==> src/rtl/game_pkg.sv <==
// Shared state encoding and default HID key codes for the barrel-dodge game-flow controller.
package game_pkg;

   typedef enum logic [2:0] {
      TITLE = 3'd0,
      PLAY  = 3'd1,
      PAUSE = 3'd2,
      HIT   = 3'd3,
      OVER  = 3'd4
   } game_state_t;

   localparam logic [7:0] KEY_ENTER_DEF = 8'h28;
   localparam logic [7:0] KEY_PAUSE_DEF = 8'h13;

endpackage

==> src/rtl/game_sequencer_key_edge.sv <==
// Turns "either keycode slot holds this key" into a single-cycle press event.
module key_edge (
   input  logic       Clk,
   input  logic       Reset,
   input  logic [7:0] keycode0,
   input  logic [7:0] keycode1,
   input  logic [7:0] match,
   output logic       evt
);

   logic hit;
   logic lvl;
   logic lvl_d;

   // The null keycode means "no key" in the HID report, so it can never count as a press.
   assign hit = (match != 8'h00) && ((keycode0 == match) || (keycode1 == match));

   always_ff @(posedge Clk or negedge Reset) begin
      if (!Reset) begin
         lvl   <= 1'b0;
         lvl_d <= 1'b0;
      end else begin
         lvl   <= hit;
         lvl_d <= lvl;
      end
   end

   assign evt = lvl & ~lvl_d;

endmodule

==> src/rtl/game_sequencer.sv <==
// Game-flow controller: title/play/pause/hit/over sequencing, lives, score and invulnerability.
module game_sequencer
   import game_pkg::*;
#(
   parameter int unsigned START_LIVES   = 3,
   parameter int unsigned HIT_FRAMES    = 60,
   parameter int unsigned INVULN_FRAMES = 120,
   parameter logic [7:0]  KEY_ENTER     = KEY_ENTER_DEF,
   parameter logic [7:0]  KEY_PAUSE     = KEY_PAUSE_DEF,
   parameter int unsigned SCORE_W       = 16
) (
   input  logic               Clk,
   input  logic               Reset,
   input  logic               vsync,
   input  logic [7:0]         keycode0,
   input  logic [7:0]         keycode1,
   input  logic               colliding,
   output logic [2:0]         state,
   output logic               run,
   output logic               pause,
   output logic               game_over,
   output logic [2:0]         lives,
   output logic [SCORE_W-1:0] score,
   output logic               invuln,
   output logic               respawn
);

   localparam logic [2:0] LIVES_INIT = 3'(START_LIVES);
   localparam logic [7:0] HIT_INIT   = 8'(HIT_FRAMES);
   localparam logic [7:0] INV_INIT   = 8'(INVULN_FRAMES);

   game_state_t cur_state;
   game_state_t next_state;
   logic [2:0]  vs_sync;
   logic        frame_tick;
   logic        enter_evt;
   logic        pause_evt;
   logic [7:0]  hit_cnt;
   logic [7:0]  inv_cnt;
   logic        struck;

   key_edge u_enter (
      .Clk      (Clk),
      .Reset    (Reset),
      .keycode0 (keycode0),
      .keycode1 (keycode1),
      .match    (KEY_ENTER),
      .evt      (enter_evt)
   );

   key_edge u_pause (
      .Clk      (Clk),
      .Reset    (Reset),
      .keycode0 (keycode0),
      .keycode1 (keycode1),
      .match    (KEY_PAUSE),
      .evt      (pause_evt)
   );

   // vsync comes from the pixel clock domain: two flops to settle it, a third to find its rising edge.
   always_ff @(posedge Clk or negedge Reset) begin
      if (!Reset) begin
         vs_sync <= 3'b000;
      end else begin
         vs_sync <= {vs_sync[1:0], vsync};
      end
   end

   assign frame_tick = vs_sync[1] & ~vs_sync[2];
   assign struck     = frame_tick & colliding & (inv_cnt == 8'd0);

   always_ff @(posedge Clk or negedge Reset) begin
      if (!Reset) begin
         cur_state <= TITLE;
      end else begin
         cur_state <= next_state;
      end
   end

   always_comb begin
      next_state = TITLE;
      case (cur_state)
         TITLE:   next_state = enter_evt ? PLAY : TITLE;
         PLAY: begin
            // A collision wins over a pause request arriving in the same cycle.
            if (struck) begin
               next_state = (lives == 3'd1) ? OVER : HIT;
            end else if (pause_evt) begin
               next_state = PAUSE;
            end else begin
               next_state = PLAY;
            end
         end
         PAUSE:   next_state = (pause_evt | enter_evt) ? PLAY : PAUSE;
         HIT:     next_state = (frame_tick && hit_cnt == 8'd1) ? PLAY : HIT;
         OVER:    next_state = enter_evt ? TITLE : OVER;
         default: next_state = TITLE;
      endcase
   end

   always_comb begin
      run       = 1'b0;
      pause     = 1'b0;
      game_over = 1'b0;
      invuln    = 1'b0;
      case (cur_state)
         PLAY: begin
            run    = 1'b1;
            invuln = (inv_cnt != 8'd0);
         end
         PAUSE: begin
            pause  = 1'b1;
            invuln = (inv_cnt != 8'd0);
         end
         OVER:    game_over = 1'b1;
         default: ;
      endcase
   end

   assign state = cur_state;

   // Counters advance only on frame ticks; PAUSE and OVER fall through and hold everything.
   always_ff @(posedge Clk or negedge Reset) begin
      if (!Reset) begin
         lives   <= LIVES_INIT;
         score   <= '0;
         hit_cnt <= 8'd0;
         inv_cnt <= 8'd0;
         respawn <= 1'b0;
      end else begin
         respawn <= (next_state == PLAY) && ((cur_state == TITLE) || (cur_state == HIT));
         case (cur_state)
            TITLE: begin
               lives   <= LIVES_INIT;
               score   <= '0;
               hit_cnt <= 8'd0;
               if (enter_evt) begin
                  inv_cnt <= INV_INIT;
               end
            end
            PLAY: begin
               if (frame_tick) begin
                  if (score != {SCORE_W{1'b1}}) begin
                     score <= score + SCORE_W'(1);
                  end
                  if (inv_cnt != 8'd0) begin
                     inv_cnt <= inv_cnt - 8'd1;
                  end
                  if (struck) begin
                     lives   <= lives - 3'd1;
                     hit_cnt <= HIT_INIT;
                  end
               end
            end
            HIT: begin
               if (frame_tick) begin
                  hit_cnt <= hit_cnt - 8'd1;
                  if (hit_cnt == 8'd1) begin
                     inv_cnt <= INV_INIT;
                  end
               end
            end
            default: ;
         endcase
      end
   end

endmodule

==> config.mk <==
export PLATFORM = sky130hd
export DESIGN_NAME = game_sequencer
export DESIGN_NICKNAME = d
export VERILOG_FILES = /design/src/rtl/game_pkg.sv /design/src/rtl/game_sequencer_key_edge.sv /design/src/rtl/game_sequencer.sv
export SDC_FILE = /design/constraint.sdc
export NUM_CORES = 1
export LEC_CHECK = 0
export CORE_AREA = 2 2 83 77
export DETAILED_ROUTE_END_ITERATION = 16
export DIE_AREA = 0 0 85 79
export PLACE_DENSITY = 0.73
export SLEW_MARGIN = 5
export SYNTH_ARGS = -nofsm -noshare
export SYNTH_HDL_FRONTEND = slang
export SYNTH_SLANG_ARGS = --single-unit
==> constraint.sdc <==
create_clock -name Clk -period 2 [get_ports Clk]
set_input_delay 0.3 -clock Clk [delete_from_list [all_inputs] [get_ports Clk]]
set_output_delay 0.3 -clock Clk [all_outputs]
set_load 0.01 [all_outputs]
==> metrics.md <==
| Metric | Value |
|---|---|
| Yosys top cell by area | `dfrtp_1` |
| Initial Utilization | `0.447` |
| WP data required | `2.24 ns` |
| Number of max-cap violations | `0` |
| Min setup slack post-route | `-0.0710 ns` |
| Post-synth ARST share | `1.00` |
| Synth warnings | `0` |
| IO Pins | `47` |
| Total CTS buffers | `5` |
| Crit-path max FO | `4` |
| Clk slew on worst S/H paths | `0.09 ns` |
| Synth top area share | `0.417` |
| Final hold violations | `0` |
| Slew @ Worst Pin | `around 0.54 ns` |
| Gr usage total | `0.201` |
| Pin count of the biggest net entering global routing | `25` |
| Post-synth EDFFs | `0` |
| RSZ-0062 raised after global routing | `true` |
| WL/cell | `between 15 and 20 um` |
| Number of global-route vias before repair | `2,415` |
| Top cells by area, synth | `dfrtp_1, nor2_1, nand3_1` |
| Max Slew Vio Count | `0` |
| Initial antenna violation count | `0` |
| Placement Rows | `27` |
| Tcrit/Tclk final | `1.04` |
| Global route total overflow | `0` |
| Top_reg_cell synth | `dfrtp_1` |
| Net Count, Synth | `302` |
| Worst relative slew slack | `0.639` |
| Mean Syn Cell Area | `between 9 and 10 um^2` |
| Leakage | `1.56 nW` |
| IO buf count | `46` |
| Routability cong. | `0.943` |
| Vias per cell | `5.68` |
| Final min period | `2.07 ns` |
| Final layout net count | `approximately 390` |
| Htree depth | `2` |
| Dpl cell area | `3420 um^2` |
| Seq/Total Area, Yosys | `0.437` |
| Failing checks | `setup timing` |
| Pwr Density | `857 nW/um^2` |
| DRC Markers | `0` |
| Clock sink total | `46` |
| Diodes inserted | `0` |
| Chip Width | `about 85 um` |
| Peak VDD IR | `0.626 mV` |
| DR iter-0 viols | `~140` |
| Worst Setup End Kind | `flip-flop` |
| Critical path class | `reg -> reg` |
| Area Growth Syn to Fin | `40.8%` |
| Worst hold path type | `reg -> reg` |
| Run status | `finished with violations` |
| Routed wire length | `6.62 mm` |
| #FFs+latches synth | `46` |
| Cell variety after synth | `between 60 and 70` |
| Final instance area | `3720 um^2` |
| First-pass GRT wire length | `11.0 mm` |
| Synthesized instance count | `275` |
| Clk buf depth | `2` |
| Worst clock skew | `0.00733 ns` |
| Worst EP arrival | `2.31 ns` |
| Antenna-violating nets left | `0` |
| Syn Std Cell Area | `2640 um^2` |
| DP Wirelength | `4.79 mm` |
| Max Fclk | `about 480 MHz` |
| Root buf cell | `clkbuf_8` |
| PnR Total Power | `3.19 mW` |
| Die area | `6720 um^2` |
| Die Ht | `79 um` |
| Crit start category | `flip-flop` |
| Most common cell after layout, fill and taps aside | `dfrtp_1` |
| Most frequent cells in the layout | `dfrtp_1, clkdlybuf4s50_1, buf_4, nor2_1` |
| Worst-Skew Late Latency | `approximately 0.29 ns` |
| Hold slack | `0.364 ns` |
| CTS tree | `yes` |
| Share of layout cells above drive strength 1 | `0.227` |
| Drt first pass iters | `4` |
| Setup-failing EPs final | `1` |
| CORE AREA | `5910 um^2` |
| Via count | `2,488` |
critical path, stage by stage (launching register included):
cell	delay [ns]
dfrtp_1	0.41
or4b_4	0.54
a21o_4	0.25
nor4b_4	0.24
or4b_1	0.47
nand3_1	0.10
cell type report:
class | instances | area, um^2
Tap cell | 72 | 90.1
Timing Repair Buffer | 91 | 807
Fill cell | 501 | 2190
Clock inverter | 1 | 30.0
Multi-Input combinational cell | 210 | 1510
Inverter | 12 | 45.0
Clock buffer | 6 | 82.6
Sequential cell | 46 | 1150
kinds of logic (layout without fill, tap and decap cells):
kind of cell,count (synthesis),count (layout),synth area share
AOI/OAI and AO/OA,66,66,0.172
adders and majority gates,7,7,0.0332
buffers and inverters,19,110,0.0374
xor gates and xnor gates,7,7,0.0232
and+or+nand+nor,130,130,0.297
DFF,46,46,0.437
cell usage after synthesis (2+ instances only):
master and number:
dfrtp_1 44, nor2_1 26, nand2_1 18, nand3_1 18
o21ai_0 18, a21oi_1 17, inv_1 12, ha_1 7
nor3_1 7, nor2b_1 6, or4_1 6, nand4_1 5
nor3b_1 5, or3_1 5, nand2b_1 4, o41ai_1 4
xnor2_1 4, and3_1 3, buf_6 3, o211ai_1 3
o22a_1 3, xor2_1 3, a31oi_1 2, and4_1 2
clkbuf_1 2, dfstp_2 2, nand3b_1 2, nor4_1 2
nor4_2 2, nor4b_1 2, o2111ai_1 2, o22ai_1 2
o31ai_1 2, or3b_1 2, or4b_1 2
layer usage:
layer | part of all wire | GRT usage | wire length (um) | vias to the layer above
li1 | - | - | - | 1204
met4 | 0.011 | 0.0619 | 74 | 0
met1 | 0.46 | 0.262 | 3060 | 1208
met5 | 0 | 0 | 0 | -
met3 | 0.045 | 0.0333 | 299 | 7
met2 | 0.48 | 0.344 | 3190 | 69
per-stage QoR:
stage	instances	setup TNS [ns]	setup slack, ns	util
2_1_floorplan	275	-0.0301	-0.0301	-
3_3_place_gp	423	0	0.0314	0.579
3_5_place_dp	423	-0.00630	-0.00630	0.579
4_1_cts	433	-0.00783	-0.00783	0.604
5_1_grt	438	-0.186	-0.123	0.629
6_report	438	-0.0710	-0.0710	0.629
report_power, final:
part / switching (mW) / internal (mW)
Clock: 0.308 / 0.400
Sequential: 0.142 / 1.05
Combinational: 0.655 / 0.628
sequential cells by signal, indices dropped and copies added, names as in the netlist:
| register | flops |
|---|---|
| hit_cnt | 8 |
| vs_sync | 3 |
| inv_cnt | 8 |
| u_pause.lvl | 1 |
| lives | 3 |
| respawn | 1 |
| state | 3 |
| u_enter.lvl_d | 1 |
| u_enter.lvl | 1 |
| u_pause.lvl_d | 1 |
| score | 16 |
final timing paths:
check / from / to / slack, ns / depth (start not counted)
max: state[0]$_DFF_PN0_ / inv_cnt[4]$_DFFE_PN0P_ / -0.07 / 5
min in group asynchronous: Reset / vs_sync[0]$_DFF_PN0_ / 0.52 / 2
max in group asynchronous: Reset / hit_cnt[3]$_DFFE_PN0P_ / 0.96 / 3
max reg2reg: state[0]$_DFF_PN0_ / inv_cnt[4]$_DFFE_PN0P_ / -0.07 / 5
min reg2reg: vs_sync[0]$_DFF_PN0_ / vs_sync[1]$_DFF_PN0_ / 0.36 / 0
min: vs_sync[0]$_DFF_PN0_ / vs_sync[1]$_DFF_PN0_ / 0.36 / 0
what timing repair did:
action | 4_1_cts | 5_1_grt
resized for setup | 7 | 18
buffers inserted | 2 | 5
pin swaps | 0 | 8
endpoints found under the hold margin | 7 | 0
hold buffers | 1 | 0
endpoints found under the setup margin | 6 | 18
No activity file was read; power rests on OpenSTA's default activity.
